### src/rtl/ahb_sram_bridge.sv
// ahb_sram_bridge: zero-wait AHB-Lite to single-port SRAM bridge (ahb: hsel/haddr/htrans/hwrite/hsize/hwdata/hready -> hreadyout/hresp/hrdata; sram: cen/wen/addr/din <- dout) with a one-entry posted write buffer
module ahb_sram_bridge (
  input  logic        clk,
  input  logic        rst_n,
  input  logic        hsel,
  input  logic [31:0] haddr,
  input  logic [1:0]  htrans,
  input  logic        hwrite,
  input  logic [2:0]  hsize,
  input  logic [31:0] hwdata,
  input  logic        hready,
  output logic        hreadyout,
  output logic        hresp,
  output logic [31:0] hrdata,
  output logic        sram_cen,
  output logic [3:0]  sram_wen,
  output logic [9:0]  sram_addr,
  output logic [31:0] sram_din,
  input  logic [31:0] sram_dout
);
  typedef enum logic [1:0] {OKAY, ERR1, ERR2} state_t;
  state_t state, state_nxt;
  logic acc, legal, rd_acc, wr_acc, err_acc, drain, hit;
  logic [3:0] lanes;
  logic rd_dp, wr_dp;
  logic [9:0] dp_addr;
  logic [3:0] dp_lanes;
  logic buf_v;
  logic [9:0] buf_addr;
  logic [3:0] buf_lanes;
  logic [31:0] buf_data, merged;
  logic unused;
  assign unused = ^{haddr[31:12], htrans[0]};
  assign acc = rst_n & hsel & htrans[1] & hready & (state != ERR1);
  assign legal = (hsize == 3'd0) | ((hsize == 3'd1) & ~haddr[0]) | ((hsize == 3'd2) & (haddr[1:0] == 2'd0));
  assign lanes = hsize == 3'd0 ? 4'b0001 << haddr[1:0] : hsize == 3'd1 ? (haddr[1] ? 4'b1100 : 4'b0011) : 4'b1111;
  assign rd_acc = acc & legal & ~hwrite;
  assign wr_acc = acc & legal & hwrite;
  assign err_acc = acc & ~legal;
  always_ff @(posedge clk or negedge rst_n)
    if (!rst_n) state <= OKAY;
    else state <= state_nxt;
  always_comb begin
    state_nxt = state == ERR1 ? ERR2 : err_acc ? ERR1 : OKAY;
    hreadyout = state != ERR1;
    hresp = state != OKAY;
  end
  always_ff @(posedge clk or negedge rst_n)
    if (!rst_n) begin
      rd_dp <= 1'b0;
      wr_dp <= 1'b0;
      dp_addr <= '0;
      dp_lanes <= '0;
      buf_v <= 1'b0;
      buf_addr <= '0;
      buf_lanes <= '0;
      buf_data <= '0;
    end else begin
      if (hready) begin
        rd_dp <= rd_acc;
        wr_dp <= wr_acc;
        dp_addr <= haddr[11:2];
        dp_lanes <= lanes;
      end
      if (wr_dp & hready) begin
        buf_v <= 1'b1;
        buf_addr <= dp_addr;
        buf_lanes <= dp_lanes;
        buf_data <= hwdata;
      end else if (drain) buf_v <= 1'b0;
    end
  assign drain = buf_v & ~rd_acc;
  assign sram_cen = ~(rd_acc | buf_v);
  assign sram_wen = drain ? ~buf_lanes : 4'hF;
  assign sram_addr = rd_acc ? haddr[11:2] : drain ? buf_addr : 10'd0;
  assign sram_din = drain ? buf_data : 32'd0;
  assign hit = buf_v & (buf_addr == dp_addr);
  for (genvar i = 0; i < 4; i++) begin : g_lane
    assign merged[8*i +: 8] = hit & buf_lanes[i] ? buf_data[8*i +: 8] : sram_dout[8*i +: 8];
  end
  assign hrdata = rd_dp ? merged : 32'd0;
endmodule

### config.mk
export PLATFORM = sky130hd
export DESIGN_NAME = ahb_sram_bridge
export DESIGN_NICKNAME = d
export VERILOG_FILES = /design/src/rtl/ahb_sram_bridge.sv
export SDC_FILE = /design/constraint.sdc
export NUM_CORES = 1
export LEC_CHECK = 0
export BUFFER_PORTS_ARGS = -buffer_cell sky130_fd_sc_hd__clkbuf_2
export CORE_MARGIN = 5
export CORE_UTILIZATION = 28
export CTS_CLUSTER_SIZE = 25
export DETAILED_ROUTE_END_ITERATION = 10
export SLEW_MARGIN = 10
export SYNTH_ARGS = -nofsm -noshare
export SYNTH_HDL_FRONTEND = slang
export SYNTH_SLANG_ARGS = --single-unit
### constraint.sdc
create_clock -name clk -period 4.75 [get_ports clk]
set_input_delay 0 -clock clk [delete_from_list [all_inputs] [get_ports clk]]
set_output_delay 0 -clock clk [all_outputs]
set_load 0.02 [all_outputs]
After elaboration in Yosys (flattened, before gate mapping) --
Index checks and enable logic that the tools add are counted.
Storage, ports and cells: bits in read-only memories 0, memories kept 0, logic and storage cells 61, output and inout port bits 81, bits in latches 0, flip-flop bits (word level) 65, input bits 106, bits in writable memories 0
Operators by class: bitwise gates (word level) 26, shift operators 1, div/mod/pow operators 0, eq/ne operators 5, order comparisons 0, add/sub/neg operators 0, mux-type cells 16, reductions and logical operators 4, multiply operators 0
Operators with widths (number):
- 32-bit two-way mux | 2
- 8-bit two-way mux | 4
- 10-bit two-way mux | 2
- 1-bit AND | 17
- 4-bit two-way mux | 4
- 10-bit equality test | 1
- 1-bit NOT | 5
- 4-bit NOT | 1
- 2-bit nonzero test | 2
- 1-bit by 2-bit left shift with 4-bit output, first input constant | 1
- 3-bit by 1-bit equality test with 1-bit output, second input constant | 1
- 3-bit by 2-bit equality test with 1-bit output, second input constant | 1
- 3-bit zero test | 1
- 1-bit two-way mux | 3
- 1-bit bitwise OR | 3
- 2-bit by 1-bit equality test with 1-bit output, second input constant | 1
- 2-bit zero test | 1
- 2-bit two-way mux | 1
- 2-bit by 1-bit inequality test with 1-bit output, second input constant | 1

Depth between registers and ports, before layout --
depth after elaboration 10, depth in mapped cells 6, depth with buffers taken out 5

Worst setup path before layout --
No wires, ideal clock.
path kind flip-flop to output port, start reg dp_addr[3], end out hrdata[0], setup slack 2.878 ns, stages on the path, launching flop included 5, arrival time 1.872 ns, required time 4.750 ns, path buffers 0, cell sequence dfrtp_1 xnor2_2 nand4_4 nor4_4 mux2i_1
On the way: cells in the longest elaborated chain, start to end 5
Ends and longest elaborated chain:
- start, declared | line 26 | logic [9:0] dp_addr;
- start signal, assigned | line 62 | dp_addr <= haddr[11:2];
- 10-bit equality test | line 77 | assign hit = buf_v & (buf_addr == dp_addr);
- 1-bit AND | line 77
- 1-bit AND | line 79 | assign merged[8*i +: 8] = hit & buf_lanes[i] ? buf_data[8*i +: 8] : sram_dout[8*i +: 8];
- 8-bit two-way mux | line 79
- 32-bit two-way mux | line 81 | assign hrdata = rd_dp ? merged : 32'd0;
- end, declared | line 14 | output logic [31:0] hrdata,
Every way passes these cells.

Worst setup path in the final report --
start reg dp_addr[5], end out hrdata[23]
Same word-level chain as after synthesis.

==> results.txt <==
----------------------------------------------------
[Floorplanning]
  Core Box Area ... 0.01272 mm²
  Width of the die ... 124.5 µm
  Area enclosed by the die boundary ... roughly 0.016 mm²
  Top-Level Pins ... approximately 190
  Initial cell density of the core ... 28.87%
  DIE HEIGHT ... around 120 µm
  Number of rows created at floorplan ... 41

[Clock tree]
  Count of H-tree levels built during CTS ... 3
  Clock sink count ... between 60 and 70
  Clock tree root buffer cell ... clkbuf_16
  TritonCTS clock tree ... yes
  Deepest clock path buffer count ... 2
  Insertion delay of the later-clocked pin in the worst-skew pair ... ~0.33 ns
  Post-CTS clock slew at the launch and capture registers of the worst setup and hold paths ... approximately 0.06 ns
  Cts bufs inserted ... 9
  Total setup buffers inserted after CTS ... 0

[Pwr]
  Leakage power of the design ... about 0.0026 µW
  Cell Pwr Density ... about 290 mW/mm²
  Maximum resistive drop on vdd ... ~0.14 mV

[Status]
  Status ... finished, final reports clean

[GRT]
  Vias in the first global route ... about 3.5k
  Global-route wire length before repair ... roughly 18,000 µm
  Remaining Overflow, GRT ... 0
  Pin count of the biggest net entering global routing ... between 60 and 70
  Antenna violations before repair ... 0
  Overall track demand over capacity in global routing ... 13.57%

[Logic synthesis]
  Share of the yosys chip area belonging to registers ... about 44%
  Register bit count reported by yosys ... 65
  Mapped cell area ... 0.003674 mm²
  Cell count after synthesis ... 336
  Post-synth EDFFs ... 0
  Number of synthesis warnings ... 0
  Synthesized area per cell ... ~11 µm²
  FFs w/ async S/R, synth ... 100.0%
  Main flop type after synthesis ... dfrtp_1
  Post-synth net total ... about 440
  Number of unique standard cell types used by synthesis ... 30

[Worst setup path]
  Data required, critical path ... between 4 and 5 ns
  Max FO, Critical Path ... 8
  Delay of the slowest cell on the worst path ... 0.81 ns
  Cell with the largest stage delay on the worst path ... nor4_4
  Cell-by-cell trace of the critical path ... xnor2_2 > nand4_4 > nor4_4 > mux2i_1 > clkbuf_2
  WP data arrival ... 2.50 ns
  Kind of cell adding the most delay to the critical path ... simple AND/OR/NAND/NOR gates
  Category of the worst setup path launch point ... register
  Setup slack, reg-to-reg ... 2.95 ns
  Number of buffer and inverter instances along the worst setup path ... 1
  Crit. End Element ... primary output
  Critical Setup Path Class ... register to primary output

[Drt]
  Final ANT Viol Nets ... 0
  Total DRC errors in the routed layout ... 0
  TritonRoute pass-1 iters ... 4
  Final routed wirelength across all metal layers ... roughly 10,000 µm
  Detailed-route wire length per cell ... approximately 14 µm
  Initial detailed-routing violation count ... about 140
  Average vias per placed instance ... around 4.5
  Via total after detailed routing ... about 3.2k

[Placement]
  Area of placed instances ... 0.004659 mm²
  Count of input and output buffers ... 165
  Post-detailed-placement half-perimeter wirelength ... approximately 7100 µm
  GP Congestion ... 0.8314

[Job]
  Maxcap violations ... 0

[Timing]
  Relative slew slack ... 22.95%
  Final critical-path required period ... around 2.5 ns
  Setup Skew ... between 0.007 and 0.008 ns
  F_max ... between 0.3 and 0.4 GHz
  Setup-violating endpoint count in the final report ... 0
  Count of final hold-check violations ... 0
  Setup repair after global routing missed its margin ... false
  Slew at the pin closest to its max-slew limit ... between 1 and 1.5 ns
  Setup TNS after final layout ... 0 ns
  Post-route fraction of the period consumed by the critical path ... 52.65%
  Count of pins over their slew limit ... 0

[Layout]
  ANT cells ... 0
  Layout Area Growth over Synthesis ... 47.48%
  Most common cell after layout, fill and taps aside ... clkbuf_2
  Leading cell types in the layout, fill and taps excluded ... 164 x clkbuf_2, 71 x nand2_1, 64 x dfrtp_1, 56 x mux2_2, 46 x dlygate4sd3_1
  Area of all placed cells without fillers ... ~0.0054 mm²
  Share of the core filled with cells ... approximately 43%
  Post-layout nets ... 646
  Share of final-layout standard cells stronger than drive strength 1 ... 46.79%

[Worst hold path]
  Hold crit path type ... input port to register

----------------------------------------------------
registers in the layout (all words and copies together), names as in the netlist:
register	cells
buf_addr	10
wr_dp	1
buf_data	32
buf_v	1
dp_addr	10
rd_dp	1
buf_lanes	4
dp_lanes	4
state	2
cell families (layout without fill, tap and decap cells):
| logic type | after synthesis | count (layout) | share of synthesized area (%) |
|---|---|---|---|
| and+or+nand+nor | 131 | 131 | 19.24 |
| muxes | 88 | 88 | 25.89 |
| DFF | 65 | 65 | 44.28 |
| AOI/OAI and AO/OA | 21 | 21 | 4.564 |
| buffers and inverters | 21 | 230 | 2.214 |
| xor gates and xnor gates | 10 | 10 | 3.815 |
metrics by stage:
stage	total power (µW)	instances	worst slack (ns)	hold WS, ns
3_3_place_gp	911.4	655	2.594	0.2354
6_report	1595	717	2.249	0.01012
4_1_cts	1626	717	2.194	0.002453
3_5_place_dp	921.6	655	2.563	0.2373
5_1_grt	1683	717	2.087	0.01456
2_1_floorplan	834.2	336	2.878	-0.2956
per-layer routing:
metal | vias to the layer above | wire length, µm | track usage (%)
met5 | - | 0 | 0
met4 | 0 | 172 | 3.546
met3 | 15 | 595 | 4.160
met2 | 107 | 5168 | 23.28
met1 | 1552 | 4415 | 16.54
li1 | 1560 | - | -
where the power goes:
group	internal, µW	switching, µW
logic	144	97.1
registers	632	66.1
clock network	418	238
total	1190	401
worst paths after layout:
| check | cells after the start | startpoint | to |
|---|---|---|---|
| min reg2reg | 1 | dp_lanes[3] | buf_lanes[3] |
| min in group asynchronous | 3 | rst_n | state[1] |
| min | 3 | htrans[1] | state[0] |
| max in group asynchronous | 3 | rst_n | rd_dp |
| max | 5 | dp_addr[5] | hrdata[23] |
| max reg2reg | 2 | wr_dp | buf_addr[7] |
layout make-up:
type,count,area [µm²]
tap,172,215.2
multi-input combinational,250,1976
sequential,65,1628
fill,1281,7305
clock buffer,11,242.7
inverter,2,7.507
timing repair buffer,212,1294
clock inverter,5,55.05
synthesized netlist by cell type (2+ instances only):
| library cell | number | share of area [%] |
|---|---|---|
| a22o_1 | 10 | 2.4 |
| a31oi_1 | 4 | 0.68 |
| and2_1 | 33 | 5.6 |
| buf_2 | 2 | 0.27 |
| clkbuf_1 | 17 | 1.7 |
| dfrtp_1 | 65 | 44 |
| inv_1 | 2 | 0.20 |
| mux2_2 | 56 | 17 |
| mux2i_1 | 32 | 8.7 |
| nand2_1 | 72 | 7.4 |
| nand2b_1 | 3 | 0.51 |
| nand3_1 | 5 | 0.68 |
| nor2_1 | 7 | 0.72 |
| nor4_4 | 4 | 2.3 |
| xnor2_1 | 3 | 0.72 |
| xnor2_2 | 7 | 3.1 |
worst min-delay path, stage by stage:
cell      delay, ns
clkbuf_2       0.08
nand4_1        0.14
nor3_1         0.07
repair_timing:
action                                 in CTS  in global routing
gates resized for setup                     0                  0
hold buffers                               46                  0
setup endpoints to repair                   0                  0
endpoints found under the hold margin     111                  0
(Power assumes the default switching activity.)
